`src/rtl/mips_pkg.sv`:
```
// Shared encodings for the multicycle MIPS controller: opcodes, functs,
// FSM state codes, ALU control codes and the FSM-to-ALU-decoder aluop type.
package mips_pkg;

  localparam logic [5:0] OP_RTYPE = 6'b000000;
  localparam logic [5:0] OP_LW    = 6'b100011;
  localparam logic [5:0] OP_SW    = 6'b101011;
  localparam logic [5:0] OP_BEQ   = 6'b000100;
  localparam logic [5:0] OP_ADDI  = 6'b001000;
  localparam logic [5:0] OP_J     = 6'b000010;

  localparam logic [5:0] FN_ADD = 6'b100000;
  localparam logic [5:0] FN_SUB = 6'b100010;
  localparam logic [5:0] FN_AND = 6'b100100;
  localparam logic [5:0] FN_OR  = 6'b100101;
  localparam logic [5:0] FN_SLT = 6'b101010;

  localparam logic [2:0] ALU_AND = 3'b000;
  localparam logic [2:0] ALU_OR  = 3'b001;
  localparam logic [2:0] ALU_ADD = 3'b010;
  localparam logic [2:0] ALU_SUB = 3'b110;
  localparam logic [2:0] ALU_SLT = 3'b111;

  typedef enum logic [1:0] {
    ALUOP_ADD   = 2'b00,
    ALUOP_SUB   = 2'b01,
    ALUOP_FUNCT = 2'b10,
    ALUOP_RSVD  = 2'b11
  } aluop_t;

  typedef enum logic [3:0] {
    S_FETCH   = 4'd0,
    S_DECODE  = 4'd1,
    S_MEMADR  = 4'd2,
    S_MEMRD   = 4'd3,
    S_MEMWB   = 4'd4,
    S_MEMWR   = 4'd5,
    S_RTYPEEX = 4'd6,
    S_RTYPEWB = 4'd7,
    S_BEQEX   = 4'd8,
    S_ADDIEX  = 4'd9,
    S_ADDIWB  = 4'd10,
    S_JEX     = 4'd11
  } state_t;

endpackage

```
`src/rtl/mips_multicycle_ctrl_if.sv`:
```
// Controller <-> datapath bundle: instruction fields and flag in, selects and enables out.
interface mips_multicycle_ctrl_if;
  logic [5:0] op;
  logic [5:0] funct;
  logic       zero;
  logic       pcen;
  logic       iord;
  logic       memwrite;
  logic       irwrite;
  logic       regdst;
  logic       memtoreg;
  logic       regwrite;
  logic       alusrca;
  logic [1:0] alusrcb;
  logic [1:0] pcsrc;
  logic [2:0] alucontrol;
  logic       illegal;
  logic [3:0] state;

  modport master (
    input  op, funct, zero,
    output pcen, iord, memwrite, irwrite, regdst, memtoreg, regwrite,
           alusrca, alusrcb, pcsrc, alucontrol, illegal, state
  );

  modport slave (
    output op, funct, zero,
    input  pcen, iord, memwrite, irwrite, regdst, memtoreg, regwrite,
           alusrca, alusrcb, pcsrc, alucontrol, illegal, state
  );
endinterface

```
`src/rtl/mips_aludec.sv`:
```
// ALU control decoder: aluop from the FSM plus funct from IR -> ALU operation.
module mips_aludec
  import mips_pkg::*;
(
  input  aluop_t     aluop_i,
  input  logic [5:0] funct_i,
  output logic [2:0] alucontrol_o,
  output logic       bad_funct_o
);

  always_comb begin
    alucontrol_o = ALU_ADD;
    bad_funct_o  = 1'b0;
    case (aluop_i)
      ALUOP_SUB:   alucontrol_o = ALU_SUB;
      ALUOP_FUNCT: begin
        case (funct_i)
          FN_ADD:  alucontrol_o = ALU_ADD;
          FN_SUB:  alucontrol_o = ALU_SUB;
          FN_AND:  alucontrol_o = ALU_AND;
          FN_OR:   alucontrol_o = ALU_OR;
          FN_SLT:  alucontrol_o = ALU_SLT;
          default: bad_funct_o  = 1'b1;
        endcase
      end
      default:     alucontrol_o = ALU_ADD;
    endcase
  end

endmodule

```
`src/rtl/mips_multicycle_ctrl.sv`:
```
// Main control FSM of the multicycle MIPS core: Moore state outputs plus the
// zero-qualified PC enable and the ALU decoder.
module mips_multicycle_ctrl
  import mips_pkg::*;
(
  input logic             clk,
  input logic             reset,
  mips_multicycle_ctrl_if.master bus
);

  state_t     state_q, state_d;
  aluop_t     aluop;
  logic       pcwrite, branch, irwrite, memwrite, regwrite;
  logic       bad_op, bad_funct;

  always_ff @(posedge clk or posedge reset) begin
    if (reset) state_q <= S_FETCH;
    else       state_q <= state_d;
  end

  always_comb begin
    state_d      = S_FETCH;
    aluop        = ALUOP_ADD;
    pcwrite      = 1'b0;
    branch       = 1'b0;
    irwrite      = 1'b0;
    memwrite     = 1'b0;
    regwrite     = 1'b0;
    bad_op       = 1'b0;
    bus.iord     = 1'b0;
    bus.regdst   = 1'b0;
    bus.memtoreg = 1'b0;
    bus.alusrca  = 1'b0;
    bus.alusrcb  = 2'b00;
    bus.pcsrc    = 2'b00;
    case (state_q)
      S_FETCH: begin
        bus.alusrcb = 2'b01;
        irwrite     = 1'b1;
        pcwrite     = 1'b1;
        state_d     = S_DECODE;
      end
      S_DECODE: begin
        // branch target is precomputed here so BEQEX only needs the compare
        bus.alusrcb = 2'b11;
        case (bus.op)
          OP_LW, OP_SW: state_d = S_MEMADR;
          OP_RTYPE:     state_d = S_RTYPEEX;
          OP_BEQ:       state_d = S_BEQEX;
          OP_ADDI:      state_d = S_ADDIEX;
          OP_J:         state_d = S_JEX;
          default: begin
            state_d = S_FETCH;
            bad_op  = 1'b1;
          end
        endcase
      end
      S_MEMADR: begin
        bus.alusrca = 1'b1;
        bus.alusrcb = 2'b10;
        state_d     = (bus.op == OP_LW) ? S_MEMRD : S_MEMWR;
      end
      S_MEMRD: begin
        bus.iord = 1'b1;
        state_d  = S_MEMWB;
      end
      S_MEMWB: begin
        bus.memtoreg = 1'b1;
        regwrite     = 1'b1;
      end
      S_MEMWR: begin
        bus.iord = 1'b1;
        memwrite = 1'b1;
      end
      S_RTYPEEX: begin
        bus.alusrca = 1'b1;
        aluop       = ALUOP_FUNCT;
        state_d     = S_RTYPEWB;
      end
      S_RTYPEWB: begin
        bus.regdst = 1'b1;
        regwrite   = 1'b1;
      end
      S_BEQEX: begin
        bus.alusrca = 1'b1;
        aluop       = ALUOP_SUB;
        bus.pcsrc   = 2'b01;
        branch      = 1'b1;
      end
      S_ADDIEX: begin
        bus.alusrca = 1'b1;
        bus.alusrcb = 2'b10;
        state_d     = S_ADDIWB;
      end
      S_ADDIWB: regwrite = 1'b1;
      S_JEX: begin
        bus.pcsrc = 2'b10;
        pcwrite   = 1'b1;
      end
      default: state_d = S_FETCH;
    endcase
  end

  mips_aludec u_aludec (
    .aluop_i      (aluop),
    .funct_i      (bus.funct),
    .alucontrol_o (bus.alucontrol),
    .bad_funct_o  (bad_funct)
  );

  // Reset holds state at FETCH, whose strobes must not fire until release.
  assign bus.pcen     = ~reset & (pcwrite | (branch & bus.zero));
  assign bus.irwrite  = ~reset & irwrite;
  assign bus.memwrite = ~reset & memwrite;
  assign bus.regwrite = ~reset & regwrite;
  assign bus.illegal  = ~reset & (bad_op | ((state_q == S_RTYPEEX) & bad_funct));
  assign bus.state    = state_q;

endmodule

```
`src/flat_wrapper.sv`:
```
// flat-port wrapper written by rule: the top's interface ports become plain ports
module mips_multicycle_ctrl_flat import mips_pkg::*;
  (clk, reset, bus_op, bus_funct, bus_zero, bus_pcen, bus_iord, bus_memwrite, bus_irwrite, bus_regdst, bus_memtoreg, bus_regwrite, bus_alusrca, bus_alusrcb, bus_pcsrc, bus_alucontrol, bus_illegal, bus_state);
  mips_multicycle_ctrl_if bus_i ();
  input logic clk;
  input logic reset;
  input wire logic [$bits(bus_i.op)-1:0] bus_op;
  input wire logic [$bits(bus_i.funct)-1:0] bus_funct;
  input wire logic [$bits(bus_i.zero)-1:0] bus_zero;
  output wire logic [$bits(bus_i.pcen)-1:0] bus_pcen;
  output wire logic [$bits(bus_i.iord)-1:0] bus_iord;
  output wire logic [$bits(bus_i.memwrite)-1:0] bus_memwrite;
  output wire logic [$bits(bus_i.irwrite)-1:0] bus_irwrite;
  output wire logic [$bits(bus_i.regdst)-1:0] bus_regdst;
  output wire logic [$bits(bus_i.memtoreg)-1:0] bus_memtoreg;
  output wire logic [$bits(bus_i.regwrite)-1:0] bus_regwrite;
  output wire logic [$bits(bus_i.alusrca)-1:0] bus_alusrca;
  output wire logic [$bits(bus_i.alusrcb)-1:0] bus_alusrcb;
  output wire logic [$bits(bus_i.pcsrc)-1:0] bus_pcsrc;
  output wire logic [$bits(bus_i.alucontrol)-1:0] bus_alucontrol;
  output wire logic [$bits(bus_i.illegal)-1:0] bus_illegal;
  output wire logic [$bits(bus_i.state)-1:0] bus_state;
  assign bus_i.op = bus_op;
  assign bus_i.funct = bus_funct;
  assign bus_i.zero = bus_zero;
  assign bus_pcen = bus_i.pcen;
  assign bus_iord = bus_i.iord;
  assign bus_memwrite = bus_i.memwrite;
  assign bus_irwrite = bus_i.irwrite;
  assign bus_regdst = bus_i.regdst;
  assign bus_memtoreg = bus_i.memtoreg;
  assign bus_regwrite = bus_i.regwrite;
  assign bus_alusrca = bus_i.alusrca;
  assign bus_alusrcb = bus_i.alusrcb;
  assign bus_pcsrc = bus_i.pcsrc;
  assign bus_alucontrol = bus_i.alucontrol;
  assign bus_illegal = bus_i.illegal;
  assign bus_state = bus_i.state;
  mips_multicycle_ctrl u_core (.clk(clk), .reset(reset), .bus(bus_i));
endmodule
```
`config.mk`:
```
export PLATFORM = sky130hd
export DESIGN_NAME = mips_multicycle_ctrl_flat
export DESIGN_NICKNAME = d
export VERILOG_FILES = /design/src/rtl/mips_pkg.sv /design/src/rtl/mips_multicycle_ctrl_if.sv /design/src/rtl/mips_aludec.sv /design/src/rtl/mips_multicycle_ctrl.sv /design/src/flat_wrapper.sv
export SDC_FILE = /design/constraint.sdc
export NUM_CORES = 1
export LEC_CHECK = 0
export BUFFER_PORTS_ARGS = -buffer_cell sky130_fd_sc_hd__buf_2
export CORE_AREA = 10 10 47 49
export CTS_BUF_LIST = sky130_fd_sc_hd__clkbuf_2 sky130_fd_sc_hd__clkbuf_4 sky130_fd_sc_hd__clkbuf_8
export DETAILED_ROUTE_END_ITERATION = 12
export DIE_AREA = 0 0 57 59
export GPL_ROUTABILITY_DRIVEN = 1
export HOLD_SLACK_MARGIN = 0.03
export PLACE_DENSITY_LB_ADDON = 0.25
export SKIP_CTS_REPAIR_TIMING = 1
export SYNTH_ARGS = -nofsm -noshare
export SYNTH_HDL_FRONTEND = slang
export SYNTH_SLANG_ARGS = --single-unit
```
`constraint.sdc`:
```
create_clock -name clk -period 5.75 [get_ports clk]
set_clock_uncertainty 0.15 [all_clocks]
set_input_delay 1.15 -clock clk [delete_from_list [all_inputs] [get_ports clk]]
set_output_delay 1.15 -clock clk [all_outputs]
set_load 0.01 [all_outputs]
```
==> results of run 1 <==
==> area by class of cell <==
type | count | area share, %
Multi-Input combinational cell | 71 | 59.6
Tap cell | 16 | 2.44
Inverter | 5 | 2.29
Clock buffer | 3 | 2.74
Timing Repair Buffer | 34 | 20.7
Sequential cell | 4 | 12.2
==> worst paths after layout <==
path / from / to / slack [ns] / cells past startpoint
hold / removal: u_core.bus.state[3]$_DFF_PP0_ / u_core.bus.state[3]$_DFF_PP0_ / 0.58 / 2
setup / recovery: bus_op[5] / bus_illegal / 2.21 / 5
hold reg to reg: u_core.bus.state[3]$_DFF_PP0_ / u_core.bus.state[3]$_DFF_PP0_ / 0.58 / 2
setup reg to reg: u_core.bus.state[1]$_DFF_PP0_ / u_core.bus.state[1]$_DFF_PP0_ / 4.24 / 3
min in group asynchronous: reset / u_core.bus.state[0]$_DFF_PP0_ / 0.73 / 2
max in group asynchronous: reset / u_core.bus.state[3]$_DFF_PP0_ / 4.55 / 2
==> logic make-up (layout without fill, tap and decap cells) <==
kind of cell | Yosys count | in the layout
buffers and inverters | 9 | 42
XOR/XNOR | 3 | 3
adder cells (fa/ha/maj) | 2 | 2
AND/OR/NAND/NOR | 44 | 44
flip-flops | 4 | 4
AO/OA/AOI/OAI | 22 | 22
==> cells in the final DEF, fill, tap and decap left out, types with 3 or more instances in the layout <==
master    count
buf_2        34
nor2_1        8
nor3_1        6
inv_1         5
nand2b_1      5
nand2_1       4
a21oi_1       4
dfrtp_1       4
clkbuf_4      3
==> routing by layer <==
layer,share of wire [%],vias up,wire length (µm),track usage [%]
met2,47,27,886,16.6
met5,0,-,0,0
met4,1.0,0,19,5.70
li1,-,387,-,-
met1,45,341,837,12.0
met3,7.0,2,131,4.29
==> critical path, cell delays in order <==
cell,delay (ns)
buf_2,0.12
nor4_1,0.46
a2111oi_2,0.13
a32o_2,0.24
buf_2,0.13
==> where the power goes <==
group	internal, mW	total (mW)	switching [mW]
registers	0.0346	0.0596	0.0250
clock network	0.0233	0.0339	0.0106
logic	0.0569	0.120	0.0626
==> stage by stage <==
| stage | hold WS (ns) | util, % | total power [mW] | instance area [µm²] | cells |
|---|---|---|---|---|---|
| 6_report | 0.582 | 58.6 | 0.213 | 821 | 133 |
| 5_1_grt | 0.601 | 58.6 | 0.232 | 821 | 133 |
| 4_1_cts | 0.571 | 58.6 | 0.216 | 821 | 133 |
| 3_5_place_dp | 0.567 | 57.0 | 0.181 | 798 | 130 |
| 3_3_place_gp | 0.562 | 57.0 | 0.178 | 798 | 130 |
| 2_1_floorplan | 0.516 | - | 0.136 | 631 | 84 |
==> run summary, run 1 <==
Final worst slack - 2.21 ns
Mean Syn Cell Area - 7.51 µm²
Clock-pin slew of the registers on the worst-case setup and hold paths - 0.03 ns
Top cells by count, synth - nor2_1, nor3_1, inv_1, nand2b_1
Synth Warn # - 0
Yosys top cell by area - dfrtp_1
P&R area growth vs syn - 30.2%
H-tree level count - 1
WL final - 1870 µm
Total negative slack for setup checks - 0 ns
Row cnt - 14
HP Class - reg -> reg
Crit path required time - 4.45 ns
Post-Synth XOR/XNOR Area - 4.17%
Gr ovfl total - 0
Worst Setup Path Type - in -> out
First-pass GRT wire length - 2990 µm
Synth top area share - 15.9%
Clock sink count - 4
Worst rel slew slack - 66.5%
Largest net degree at the start of global routing - 17
Via count - 757
Leak Pwr - 0.397 nW
DP Worst Slack - 2.24 ns
Residual DRC - 0
PD cells - 260 nW/µm²
Root Driver - clkbuf_4
RSZ-0062 raised after global routing - no
EDFF count, synth - 0
Initial core utilization - 45.0%
CTS Buf Count - 3
DRT iter0 DRCs - 12
Drt pass-1 iters - 4
RD Place Congestion - 0.731
Antenna Diode Count - 0
Initial antenna violation count - 0
Synth Area in Adders - 3.97%
Multi-input gate area - 489 µm²
Die footprint - 3360 µm²
Final-report max-slew violation count - 0
Vias in the first global route - 696
Register area share after synthesis - 15.9%
DP HPWL - 1550 µm
Worst setup EP type - output pin
Worst vdd ir - 0.224 mV
Post-layout min period - 3.54 ns
Filler cells - 155
Fin. Hold Viols - 0
Post-DR vias/cell - 5.69
Layout cells sized above 1 - 37.6%
Syn nets - 101
Largest register FFs - 4
Fin crit share - 61.5%
Final setup violation count - 0
Largest family of logic cells by synthesized area - simple AND/OR/NAND/NOR gates
Slew @ Worst Pin - 0.502 ns
DRT antenna net count - 0
Max-cap viol count - 0
Mux share of post-synthesis cell area - 0%
Compound-Gate Fraction of Synth Area - 25.0%
Top_reg_cell synth - dfrtp_1
CTS max path bufs - 2
Wire per inst - 14.1 µm
Die width - 57 µm
Clk_lat worst skew - 0.23 ns
Register area - 100 µm²
Yosys reg bits - 4
GR Util All Layers - 10.6%
Startpoint Class - input pin
Worst-path fanout max - 5
Core Box Area - 1400 µm²
Async S/R FF share, synth - 100%
Mapped Area - 631 µm²
Critical path data arrival time - 2.24 ns
Fmax - 0.283 GHz
# nets final - 136
TritonCTS clock tree - built
Synth Instances - 84
Io pins - 35
Synth Area in Simple Gates - 44.4%
Synth unique cells - 41
Port Buffers - 34
Status - completed
Die height - 59 µm
Most common cell in the netlist - nor2_1
Synth top area cells - dfrtp_1, nand2b_1, nor3_1
No activity file was read; power rests on OpenSTA's default activity.
==> run 2: changes to the inputs <==
CORE_AREA = unset   (was 10 10 47 49)
CORE_MARGIN = 10   (was unset)
CORE_UTILIZATION = 45   (was unset)
DIE_AREA = unset   (was 0 0 57 59)
clock period = 3.5 ns   (was 5.75 ns; I/O delays follow)
==> run 2 against run 1 <==
Critical path depth grew 2. Hold slack got worse by 0.31 ns. Non-clock buffer count unchanged. Sequential share of layout area hardly changed. Register-to-register slack got worse by 2.2 ns. Combinational power rose by 63%. Worst setup slack got worse by 1.7 ns. Via count rose by 2.8%. Highest routed layer unchanged.
==> run summary, run 2 (synthesis gave the netlist of run 1 again) <==
Total negative slack for setup checks - 0 ns
DRT antenna net count - 0
First-pass GRT wire length - 3170 µm
R2R setup slack - 2.00 ns
H-tree level count - 1
Setup crit start - u_core.bus.state[2]$_DFF_PP0_
Crit path required time - 2.65 ns
Final worst slack - 0.475 ns
Clock sink count - 4
Layout cells sized above 1 - 37.6%
Worst rel slew slack - 65.2%
Critical path data arrival time - 2.18 ns
WL final - 1860 µm
Port Buffers - 34
Wire per inst - 14.1 µm
Final setup violation count - 0
Row cnt - 13
Post-layout min period - 3.03 ns
GR Util All Layers - 11.1%
Max-cap viol count - 0
Via count - 778
Non-Filler Instances - 132
Most common cell after layout, fill and taps aside - buf_2
Post-DR vias/cell - 5.89
CTS Buf Count - 3
Worst Setup Path Type - reg -> out
Cells after DPL - 129
Filler cells - 122
Largest register FFs - 4
P&R area growth vs syn - 30.0%
CTS max path bufs - 2
Clock-pin slew of the registers on the worst-case setup and hold paths - 0.04 ns
DRT iter0 DRCs - 13
Fin. Hold Viols - 0
Slew @ Worst Pin - 0.517 ns
Residual DRC - 0
Most frequent cells in the layout - buf_2, nor2_1, nor3_1, inv_1, nand2b_1
RD Place Congestion - 0.818
Crit path buf inv count - 2
Worst-path fanout max - 15
Fin crit share - 86.4%
Die footprint - 3300 µm²
Startpoint Class - register
Multi-input gate area - 489 µm²
Root Driver - clkbuf_4
TritonCTS clock tree - built
Drt pass-1 iters - 4
Die width - 57.4 µm
Io pins - 35
Largest stage delay on the critical path - 0.62 ns
Leak Pwr - 0.397 nW
Register area - 100 µm²
CP Cell Sequence - nand2b_1 > or2_1 > inv_1 > ha_1 > nor4b_1 > a32o_2 > buf_2
Die height - 57.4 µm
Vias in the first global route - 748
Clk_lat worst skew - 0.23 ns
Core Box Area - 1320 µm²
Fmax - 0.331 GHz
R2r startpoint - u_core.bus.state[1]$_DFF_PP0_
Worst vdd ir - 0.321 mV
Antenna Diode Count - 0
Largest net degree at the start of global routing - 17
Initial core utilization - 47.9%
DP HPWL - 1540 µm
Cell family with most CP delay - simple AND/OR/NAND/NOR gates
Status - completed
Initial antenna violation count - 0
DP Worst Slack - 0.737 ns
Worst setup EP type - output pin
HP Class - in -> async
Post-placement cell area - 797 µm²
Final-report max-slew violation count - 0
Slowest CP cell - dfrtp_1
PD cells - 428 nW/µm²
RSZ-0062 raised after global routing - no
Gr ovfl total - 0
Cell area after layout - 820 µm²
# nets final - 136
==> run 2: final cells by class <==
cell class | count | share of cell area, %
sequential | 4 | 12.2
tap | 15 | 2.29
clock buffer | 3 | 2.75
inverter | 5 | 2.29
timing repair buffer | 34 | 20.8
multi-input combinational | 71 | 59.7
==> run 2: per-layer routing <==
layer  global-route usage (%)  part of all wire [%]  vias up
li1                         -                     -      381
met1                     12.2                    42      357
met2                     18.9                    47       36
met3                     3.32                   9.1        4
met4                     5.03                   1.6        0
met5                        0                     0        -
==> run 2: power breakdown <==
group | internal [mW] | switching [mW]
sequential | 0.0568 | 0.0414
combinational | 0.0935 | 0.103
clock | 0.0383 | 0.0182
==> run 2: path summary, 6_finish.rpt <==
path / to / cells after the start
hold reg to reg: u_core.bus.state[3]$_DFF_PP0_ / 2
hold / removal: u_core.bus.state[3]$_DFF_PP0_ / 2
min in group clk: u_core.bus.state[3]$_DFF_PP0_ / 2
max in group asynchronous: u_core.bus.state[1]$_DFF_PP0_ / 2
setup / recovery: bus_illegal / 7
setup reg to reg: u_core.bus.state[1]$_DFF_PP0_ / 3
==> run 2: stage by stage <==
| stage | total power, mW | utilization [%] | hold slack [ns] |
|---|---|---|---|
| 2_1_floorplan | 0.223 | - | 0.324 |
| 3_3_place_gp | 0.293 | 60.5 | 0.513 |
| 3_5_place_dp | 0.296 | 60.5 | 0.523 |
| 4_1_cts | 0.355 | 62.2 | 0.278 |
| 5_1_grt | 0.387 | 62.2 | 0.297 |
| 6_report | 0.351 | 62.2 | 0.274 |
